[config.mk]
export PLATFORM = sky130hd
export DESIGN_NAME = wb_arbiter
export DESIGN_NICKNAME = d
export VERILOG_FILES = /design/src/rtl/cpu_parameters.sv /design/src/rtl/interfaces_pkg.sv /design/src/rtl/rr_pick.sv /design/src/rtl/wb_arbiter.sv
export SDC_FILE = /design/constraint.sdc
export NUM_CORES = 1
export LEC_CHECK = 0
export BUFFER_PORTS_ARGS = -buffer_cell sky130_fd_sc_hd__buf_2
export CAP_MARGIN = 10
export CORE_AREA = 2 2 88 90
export CTS_CLUSTER_DIAMETER = 120
export DETAILED_ROUTE_END_ITERATION = 6
export DIE_AREA = 0 0 90 92
export PLACE_DENSITY = 0.85
export SETUP_SLACK_MARGIN = 0.2
export SLEW_MARGIN = 20
export SYNTH_ARGS = -nofsm -noshare
export SYNTH_HDL_FRONTEND = slang
export SYNTH_HIERARCHICAL = 1
export SYNTH_SLANG_ARGS = --single-unit
[constraint.sdc]
create_clock -name clk -period 5.5 [get_ports clk]
set_clock_uncertainty 0.2 [all_clocks]
set_input_delay 1.65 -clock clk [delete_from_list [all_inputs] [get_ports clk]]
set_output_delay 1.65 -clock clk [all_outputs]
set_load 0.005 [all_outputs]
[src/rtl/cpu_parameters.sv]
// Core-wide sizing constants shared by the datapath blocks.
package cpu_parameters;
  localparam int xlen = 32;
endpackage

[src/rtl/interfaces_pkg.sv]
// Bus structures passed between pipeline blocks, including the write-back
// bus and the indices of the write-back requesters.
package interfaces_pkg;
  import cpu_parameters::*;

  typedef struct packed {
    logic [xlen-1:0] data;
    logic [4:0]      adr;
  } wb_bus;

  localparam int WB_ALU = 0;
  localparam int WB_LSU = 1;
  localparam int WB_CSR = 2;

  typedef struct packed {
    logic  valid;
    wb_bus bus;
  } wb_req_t;
endpackage

[src/rtl/rr_pick.sv]
// Combinational priority picker: first set request at or after `start`,
// wrapping modulo N. The one-hot and the encoded index are both returned.
module rr_pick #(
  parameter int N  = 3,
  parameter int SW = (N > 1) ? $clog2(N) : 1
) (
  input  logic [N-1:0]  req,
  input  logic [SW-1:0] start,
  output logic [N-1:0]  gnt,
  output logic [SW-1:0] idx
);
  logic found;

  always_comb begin
    gnt   = '0;
    idx   = '0;
    found = 1'b0;
    for (int i = 0; i < N; i++) begin
      if (!found && req[(int'(start) + i) % N]) begin
        found                     = 1'b1;
        gnt[(int'(start) + i) % N] = 1'b1;
        idx                       = SW'((int'(start) + i) % N);
      end
    end
  end
endmodule

[src/rtl/wb_arbiter.sv]
// Register-file write-back arbiter with a one-entry output stage and a
// saturating contention counter. Define WB_ARB_RR_EN for round-robin grants.
module wb_arbiter
  import interfaces_pkg::*;
#(
  parameter int NREQ  = 3,
  parameter int CNT_W = 16
) (
  input  logic                 clk,
  input  logic                 rst,
  input  logic [NREQ-1:0]      req_valid,
  input  wb_bus [NREQ-1:0]     req_bus,
  output logic [NREQ-1:0]      req_ready,
  output logic                 out_valid,
  output wb_bus                out_bus,
  input  logic                 out_ready,
  output logic [CNT_W-1:0]     stall_cnt,
  input  logic                 stall_clr
);
  localparam int SW = (NREQ > 1) ? $clog2(NREQ) : 1;

  logic            stage_free;
  logic            grant;
  logic            contention;
  logic [NREQ-1:0] pick_gnt;
  logic [SW-1:0]   pick_idx;
  logic [SW-1:0]   start_idx;

`ifdef WB_ARB_RR_EN
  logic [SW-1:0] rr_ptr;
  assign start_idx = rr_ptr;

  always_ff @(posedge clk or posedge rst) begin
    if (rst)
      rr_ptr <= '0;
    else if (grant)
      rr_ptr <= (pick_idx == SW'(NREQ - 1)) ? '0 : pick_idx + SW'(1);
  end
`else
  assign start_idx = '0;
`endif

  rr_pick #(.N(NREQ), .SW(SW)) u_pick (
    .req   (req_valid),
    .start (start_idx),
    .gnt   (pick_gnt),
    .idx   (pick_idx)
  );

  // Grant depends only on valids and the output-stage state, never on req_bus.
  assign stage_free = !out_valid || out_ready;
  assign grant      = stage_free && !rst && (|req_valid);
  assign req_ready  = grant ? pick_gnt : '0;
  assign contention = |(req_valid & ~req_ready);

  always_ff @(posedge clk or posedge rst) begin
    if (rst) begin
      out_valid <= 1'b0;
      out_bus   <= '0;
    end else if (stage_free) begin
      if (grant) begin
        // Writes to x0 are accepted but dropped from the output stage.
        out_valid <= (req_bus[pick_idx].adr != 5'd0);
        if (req_bus[pick_idx].adr != 5'd0)
          out_bus <= req_bus[pick_idx];
      end else begin
        out_valid <= 1'b0;
      end
    end
  end

  always_ff @(posedge clk or posedge rst) begin
    if (rst)
      stall_cnt <= '0;
    else if (stall_clr)
      stall_cnt <= '0;
    else if (contention && !(&stall_cnt))
      stall_cnt <= stall_cnt + CNT_W'(1);
  end
endmodule

# Word level (Yosys, flattened, before mapping)
# Cells that the tools add are included.
word_totals:
  register_bits: 54
  inputBits: 118
  output_inout_bits: 57
  elab_cells: 38
op_classes:
  add_sub_neg: 1
  n_lt_le_gt_ge: 1
  mux: 13
  n_bitwise: 2
  n_reduce_logical: 17
ops:
  columns: ["cell", "count"]
  rows:
  - ["$bmux W37 S2", 1]
  - ["$mux W37", 1]
  - ["$mux W16", 2]
  - ["$add A16 B1 Y16 const B", 1]
  - ["$reduce_and A16 Y1", 1]
  - ["$mux W3", 2]
  - ["$reduce_or A3 Y1", 2]
  - ["$logic_and A1 B1 Y1", 5]
  - ["$logic_not A1 Y1", 5]
  - ["$mux W1", 5]
  - ["$reduce_bool A5 Y1", 1]
  - ["$mux W2", 2]
  - ["$and A3 B3 Y3", 1]
  - ["$lt A2 B3 Y1 const B", 1]
  - ["$not A3 Y3", 1]
  - ["$reduce_and A3 Y1", 1]
  - ["$reduce_bool A2 Y1", 1]
  - ["$logic_or A1 B1 Y1", 1]

# Depth between registers and ports, before layout
# Gate-level depths: netlist of the first run.
depth:
  word_depth: 14
  depth_mapped: 15
  ltp_nobuf: 11

# Cells and area by module
# Netlist of the first run, hierarchy kept.
modules_own_cells:
  columns: ["mod", "n_inst", "cells_each", "area_per_inst_um2", "seq_area_each_um2"]
  rows:
  - ["wb_arbiter", 1, 320, 3283.1, 1351.3]
  - ["rr_pick", 1, 52, 332.8, 0.0]

# Worst setup path before layout of the first run
# Ideal clock, no wire load.
synth_timing:
  path_kind: "input-to-output"
  start: "input port req_valid[1]"
  end: "output port req_ready[1]"
  t_arrival_ns: 2.468
  required_time_ns: 3.650
  slack_ns: 1.182
  path_stages: 7
  path_buffers: 1
  cell_sequence: "clkbuf_1 o21ai_0 o21ai_0 o21ai_0 a21oi_1 inv_1 nor2_1"
synth_via:
  elab_chain_len: 4
  elab_cells_between_ends: 6
  cone_classes: "3 x mux; 3 x reduce/logical"
synth_lines:
  columns: ["element", "line", "source"]
  rows:
  - ["from (decl)", "wb_arbiter.sv:11", "input logic [NREQ-1:0] req_valid,"]
  - ["$logic_and A1 B1 Y1", "rr_pick.sv:19", "if (!found && req[(int'(start) + i) % N]) begin"]
  - ["$mux W2", "rr_pick.sv:19", null]
  - ["$mux W3", "rr_pick.sv:19", null]
  - ["named net pick_gnt[1]", "wb_arbiter.sv:25", "logic [NREQ-1:0] pick_gnt;"]
  - ["$mux W3", "wb_arbiter.sv:53", "assign req_ready = grant ? pick_gnt : '0;"]
  - ["to (decl)", "wb_arbiter.sv:13", "output logic [NREQ-1:0] req_ready,"]
# The timed path passes the listed nets, and every way through them passes these cells.

# Worst setup path in the final report of the first run
layout_timing:
  start: "input port req_valid[0]"
  end: "output port req_ready[0]"
layout_via:
  elab_chain_len: 4
  elab_cells_between_ends: 6
  cone_classes: "4 x mux; 2 x reduce/logical"
layout_lines:
  columns: ["element", "line"]
  rows:
  - ["$mux W1", "rr_pick.sv:19"]
  - ["$mux W2", "rr_pick.sv:19"]
  - ["$mux W3", "rr_pick.sv:19"]
  - ["named net pick_gnt[0]", "wb_arbiter.sv:25"]
  - ["$mux W3", "wb_arbiter.sv:53"]
# The timed path passes the listed nets, and every way through them passes these cells.

==> results of run 1 <==
==> cell families after synthesis <==
| group | after synthesis |
|---|---|
| compound gates | 104 |
| flops | 54 |
| mux | 73 |
| xor+xnor | 1 |
| buf+inv | 35 |
| simple gates | 99 |
| other cells | 1 |
| fa+ha+maj | 5 |
==> layer usage <==
metal	wire length, um	global-route usage, %	vias up
met5	0	0	-
met2	5100	42.2	155
met4	104	4.49	0
met3	818	5.18	12
li1	-	-	1683
met1	4070	29.6	1664
==> path summary, 6_finish.rpt <==
kind                                         start                        to  slack, ns  depth (start not counted)
max                                   req_valid[0]              req_ready[0]       0.67                          7
min                        out_bus[34]$_DFFE_PP0P_   out_bus[34]$_DFFE_PP0P_       0.30                          1
max reg2reg                  out_valid$_DFFE_PP0N_   out_bus[33]$_DFFE_PP0P_       2.69                          6
min reg2reg                out_bus[34]$_DFFE_PP0P_   out_bus[34]$_DFFE_PP0P_       0.30                          1
max in group asynchronous                      rst   out_bus[10]$_DFFE_PP0P_       3.20                          2
min in group asynchronous                      rst  stall_cnt[6]$_DFFE_PP0P_       1.34                          2
==> area by class of cell <==
class / count / area (um2)
fillers: 636 / 2780
multi-input cells: 288 / 2130
flip-flops and latches: 54 / 1350
repair buffers: 179 / 908
well taps: 102 / 128
clock buffers: 5 / 68.8
inverters: 11 / 42.5
clock inverters: 2 / 38.8
==> state kept, by name (all words and copies together), names as in the netlist <==
signal,count
out_bus,37
stall_cnt,16
out_valid,1
==> synth_stat cells, types with 2 or more instances <==
cell type  number
a22o_1          4
inv_1          11
or4_1           4
nor3_1          3
clkbuf_1        8
nand2_1        42
a221oi_1        2
o22ai_1         3
o2bb2ai_1       4
and3_1          4
nor2_1         12
mux2_1          3
nor2b_1         3
a31oi_1         2
or2_1           2
o31ai_1         5
and2b_1         2
a21oi_1        17
buf_1           6
or3_1          10
buf_2           3
dfrtp_1        54
nand3_1         7
and4_1          2
ha_1            5
buf_6           6
o31a_1          4
nand4_1         3
o21ai_0        53
mux2i_1        40
mux2_4         29
==> power by group <==
part / internal (mW) / leakage (nW) / switching [mW] / total, mW
Sequential: 0.487 / 0.682 / 0.0591 / 0.546
Clock: 0.134 / 0.0542 / 0.128 / 0.262
Combinational: 0.261 / 1.53 / 0.207 / 0.468
Total: 0.881 / 2.27 / 0.394 / 1.28
==> through the flow <==
step | hold WS [ns] | total power [mW] | area (um2) | util [%] | instances
5_1_grt | 0.328 | 1.35 | 4660 | 62.6 | 641
3_5_place_dp | 0.284 | 1.02 | 4550 | 61.2 | 634
6_report | 0.303 | 1.28 | 4660 | 62.6 | 641
2_1_floorplan | 0.283 | 0.825 | 3630 | - | 377
3_3_place_gp | 0.273 | 0.998 | 4550 | 61.2 | 634
4_1_cts | 0.305 | 1.28 | 4660 | 62.6 | 641
==> impl_metrics.json, run 1 <==
{
  "synthCells": 372,
  "cap_violations": 0,
  "grt_max_degree": 55,
  "fp.coreArea_um2": 7450,
  "antenna_found_initial": 0,
  "critPathCaptureType": "output port",
  "cp_num_buf_inv": 3,
  "finalCritPeriodShare_pct": 87.8,
  "synth_top_area_cell": "dfrtp_1",
  "synthMuxAreaShare_pct": 24.4,
  "yosysTopAreaCellShare_pct": 37.4,
  "path_clk_slew_ns": 0.10,
  "die_h_um": 92,
  "synth-edff-count": 0,
  "synth_xor_area_share_pct": 0.242,
  "worst_slack_ns": 0.669,
  "layout_commonest_cell": "buf_2",
  "cts_tree": "yes",
  "dpl.hpwl_um": 7700,
  "grt_pass1_vias": 3375,
  "path_cells": "buf_2 -> mux2_2 -> mux2i_1 -> a31oi_1 -> inv_1 -> nor2_1 -> buf_2",
  "vias": 3514,
  "synth_cell_types": 50,
  "grt_pass1_wl_um": 16100,
  "layout_min_cycle_time_ns": 4.83,
  "crit_type": "in -> out",
  "dp_slack_ns": 0.395,
  "setup_viol": 0,
  "crit_required_ns": 3.65,
  "yosysWarningCount": 6,
  "portBuffers": 174,
  "drive_gt1_share_pct": 41.4,
  "postCtsSetupBuffers": 0,
  "slew_headroom_pct": 29.3,
  "initial_core_util_pct": 48.6,
  "rsz0062_at_grt": "no",
  "routed_via_density": 5.48,
  "netlist_area_um2": 3620,
  "power_per_cell_area_nw_per_um2": 274,
  "synth_fa_ha_area_share_pct": 1.73,
  "cts-resized-gates": 0,
  "drc": 0,
  "gp_congestion": 0.831,
  "clockBufferDepth": 2,
  "nets": 662,
  "dr.first_iter.drc_count": 154,
  "totalWireLength_um": 10100,
  "hold_buffers": 0,
  "vdd_drop_max_mv": 0.169,
  "die-area_um2": 8280,
  "synthFlopType": "dfrtp_1",
  "cp_common_cell": "buf_2",
  "min_path_type": "reg -> reg",
  "first_pass_iters": 4,
  "ys_async_sr_fraction_pct": 100,
  "ios": 175,
  "worstMarginPinSlew_ns": 1.06,
  "critPathArrivalTime_ns": 2.98,
  "antenna_left": 0,
  "final_cell_mix": "buf_2 (174), dfrtp_1 (54), o21ai_0 (52)",
  "clk_latency_ns": 0.30,
  "drv_slew": 0,
  "cts-root-buf": "clkbuf_8",
  "clock_sinks": 54,
  "fin_setup_tns_ns": 0,
  "area_growth_syn_to_layout_pct": 29.0,
  "synth_seq_cells": 54,
  "ys_seq_area_share_pct": 37.4,
  "synth_top_family_by_area": "multiplexers",
  "synth_simple_gate_area_share_pct": 13.5,
  "avgSynthCellArea_um2": 9.72,
  "grt_use_total_pct": 23.6,
  "cpMaxStageDelayCell": "mux2i_1",
  "finalHoldViolCount": 0,
  "wl_per_cell_um": 15.7,
  "synth_compound_area_share_pct": 17.6,
  "h-tree-depth": 2,
  "startpoint_type": "input pin",
  "critical-path-top-delay-family": "multiplexers",
  "antenna_cells": 0,
  "cts-buffers-inserted": 5,
  "leakage_nw": 2.27,
  "cp_max_fo": 10,
  "cpPeakStageDelay_ns": 0.40,
  "rows": 32,
  "grt.overflow.total": 0,
  "clock.fmax_mhz": 207,
  "outcome": "completed",
  "synth.top_cells.by_area": "dfrtp_1 (37%), mux2_4 (12%), mux2i_1 (11%)",
  "die_w_um": 90
}
No activity file was read; power rests on OpenSTA's default activity.
==> run 2, diff against run 1 <==
--- a/config.mk
+++ b/config.mk
@@ -7,14 +7,12 @@
 export LEC_CHECK = 0
 export BUFFER_PORTS_ARGS = -buffer_cell sky130_fd_sc_hd__buf_2
 export CAP_MARGIN = 10
-export CORE_AREA = 2 2 88 90
+export CORE_AREA = 2 2 99 101
 export CTS_CLUSTER_DIAMETER = 120
 export DETAILED_ROUTE_END_ITERATION = 6
-export DIE_AREA = 0 0 90 92
-export PLACE_DENSITY = 0.85
+export DIE_AREA = 0 0 101 103
 export SETUP_SLACK_MARGIN = 0.2
 export SLEW_MARGIN = 20
 export SYNTH_ARGS = -nofsm -noshare
 export SYNTH_HDL_FRONTEND = slang
-export SYNTH_HIERARCHICAL = 1
 export SYNTH_SLANG_ARGS = --single-unit
==> impl_metrics.json, run 2 <==
{
  "outcome": "completed",
  "layout_commonest_cell": "buf_2",
  "worstMarginPinSlew_ns": 0.846,
  "yosysWarningCount": 0,
  "worst_slack_ns": 1.13,
  "portBuffers": 174,
  "postCtsSetupBuffers": 0,
  "synth_most_common_cell": "dfrtp_1",
  "slew_headroom_pct": 43.5,
  "dpl_cell_area_um2": 4190,
  "startpoint_type": "input pin",
  "cap_violations": 0,
  "reg_top3": "out_bus: 37 flops, stall_cnt: 16 flops, out_valid: 1 flops",
  "setup_viol": 0,
  "power_per_cell_area_nw_per_um2": 233,
  "clk_latency_ns": 0.31,
  "regToRegSetupSlack_ns": 2.89,
  "gp_congestion": 0.774,
  "leakage_nw": 2.04,
  "clockBufferDepth": 2,
  "cpPeakStageDelay_ns": 0.27,
  "layout_min_cycle_time_ns": 4.37,
  "vias": 3098,
  "worstReg2RegEnd": "stall_cnt[15]$_DFFE_PP0P_",
  "antenna_cells": 0,
  "critPathCaptureType": "output port",
  "ios": 175,
  "dr.first_iter.drc_count": 100,
  "antenna_found_initial": 0,
  "cts-root-buf": "clkbuf_8",
  "synthTopCellsByCount": "dfrtp_1 (54), nand2_1 (39), o21ai_0 (38)",
  "grt_use_total_pct": 17.0,
  "path_clk_slew_ns": 0.10,
  "synth_seq_cells": 54,
  "r2r_cells": 6,
  "drc": 0,
  "design_area_um2": 4280,
  "clock_sinks": 54,
  "cts-buffers-inserted": 5,
  "regMostFlops": "out_bus",
  "fin_setup_tns_ns": 0,
  "grt.overflow.total": 0,
  "rows": 36,
  "wl_per_cell_um": 14.7,
  "path_cells": "buf_2 -> nand2b_1 -> nor3_1 -> buf_2",
  "critPathArrivalTime_ns": 2.52,
  "cts_tree": "yes",
  "timing.rr.start": "stall_cnt[0]$_DFFE_PP0P_",
  "grt_pass1_wl_um": 14200,
  "ys_seq_area_share_pct": 41.9,
  "die_h_um": 103,
  "min_path_type": "reg -> reg",
  "h-tree-depth": 2,
  "routed_via_density": 5.11,
  "avgSynthCellArea_um2": 9.96,
  "cpMaxStageDelayCell": "nor3_1",
  "finalHoldViolCount": 0,
  "syn_nets": 443,
  "yosysTopAreaCellShare_pct": 41.9,
  "dp_slack_ns": 1.13,
  "cp_common_cell": "buf_2",
  "crit_type": "in -> out",
  "nets": 610,
  "totalWireLength_um": 8920,
  "cp_max_fo": 17,
  "hold_buffers": 0,
  "largest_reg_flops": 37,
  "stdcell_count": 606,
  "grt_pass1_vias": 2986,
  "synthFlopType": "dfrtp_1",
  "rsz0062_at_grt": "no",
  "placed_cells": 598,
  "antenna_left": 0,
  "fp.coreArea_um2": 9460,
  "synthCells": 324,
  "crit_start": "req_valid[0]",
  "cts-resized-gates": 0,
  "drive_gt1_share_pct": 40.9,
  "synth-edff-count": 0,
  "crit_required_ns": 3.65,
  "die-area_um2": 10400,
  "drv_slew": 0,
  "synth.top_cells.by_area": "dfrtp_1 (42%), mux2i_1 (9.9%), mux2_1 (9.1%)",
  "initial_core_util_pct": 34.1,
  "synth_cell_types": 49,
  "vdd_drop_max_mv": 0.108,
  "hold_ws_ns": 0.292,
  "finalCritPeriodShare_pct": 79.5,
  "netlist_area_um2": 3230,
  "area_growth_syn_to_layout_pct": 32.7,
  "clock.fmax_mhz": 229,
  "endpoint": "req_ready[1]",
  "die_w_um": 101,
  "synth_top_area_cell": "dfrtp_1",
  "final_cell_mix": "buf_2 (174), dfrtp_1 (54), nand2_1 (39)",
  "grt_max_degree": 57,
  "first_pass_iters": 4,
  "dpl.hpwl_um": 6820,
  "ys_async_sr_fraction_pct": 100
}
-- run 2: logic make-up after synthesis --
family,Yosys count,synth area share [%]
adders and majority gates,2,0.698
AOI/OAI and AO/OA,75,14.7
xor gates and xnor gates,2,0.543
and+or+nand+nor,103,16.8
buffers and inverters,22,3.49
DFF,54,41.9
muxes,66,21.8
-- run 2: area by class of cell --
cell class,count,area (um2)
repair buffers,178,901
fillers,928,5180
flip-flops and latches,54,1350
multi-input cells,248,1780
well taps,114,143
clock inverters,3,26.3
clock buffers,5,68.8
inverters,4,15.0
-- run 2: how the worst min path moves through the flow --
stage | start | end | slack (ns) | cells after the start
3_5_place_dp | out_bus[31]$_DFFE_PP0P_ | out_bus[31]$_DFFE_PP0P_ | 0.28 | 1
5_1_grt | out_bus[36]$_DFFE_PP0P_ | out_bus[36]$_DFFE_PP0P_ | 0.31 | 1
6_report | out_bus[12]$_DFFE_PP0P_ | out_bus[12]$_DFFE_PP0P_ | 0.29 | 1
4_1_cts | out_bus[12]$_DFFE_PP0P_ | out_bus[12]$_DFFE_PP0P_ | 0.30 | 1
3_3_place_gp | out_bus[9]$_DFFE_PP0P_ | out_bus[9]$_DFFE_PP0P_ | 0.27 | 1
2_1_floorplan | out_bus[3]$_DFFE_PP0P_ | out_bus[3]$_DFFE_PP0P_ | 0.28 | 1
-- run 2: worst max-delay path: cells and delay by family --
family                 cells  cell delay [ns]
and+or+nand+nor            2             0.50
buffers and inverters      2             0.37
-- run 2: per-layer routing --
layer / share of wire [%] / vias up / global-route usage [%]
met1: 43 / 1458 / 20.5
met4: 0.65 / 0 / 3.43
met2: 51 / 111 / 31.2
li1: - / 1525 / -
met5: 0 / - / 0
met3: 5.9 / 4 / 3.93
-- run 2: stage by stage --
| stage | total power, mW | utilization (%) |
|---|---|---|
| CTS | 1.02 | 45.3 |
| detailed placement | 0.776 | 44.3 |
| global placement | 0.770 | 44.3 |
| floorplan | 0.633 | - |
| finish | 0.997 | 45.3 |
| global route | 1.07 | 45.3 |
-- run 2: power by group --
part           internal, mW  switching, mW
sequential            0.460         0.0347
clock                0.0923          0.139
combinational         0.142          0.128
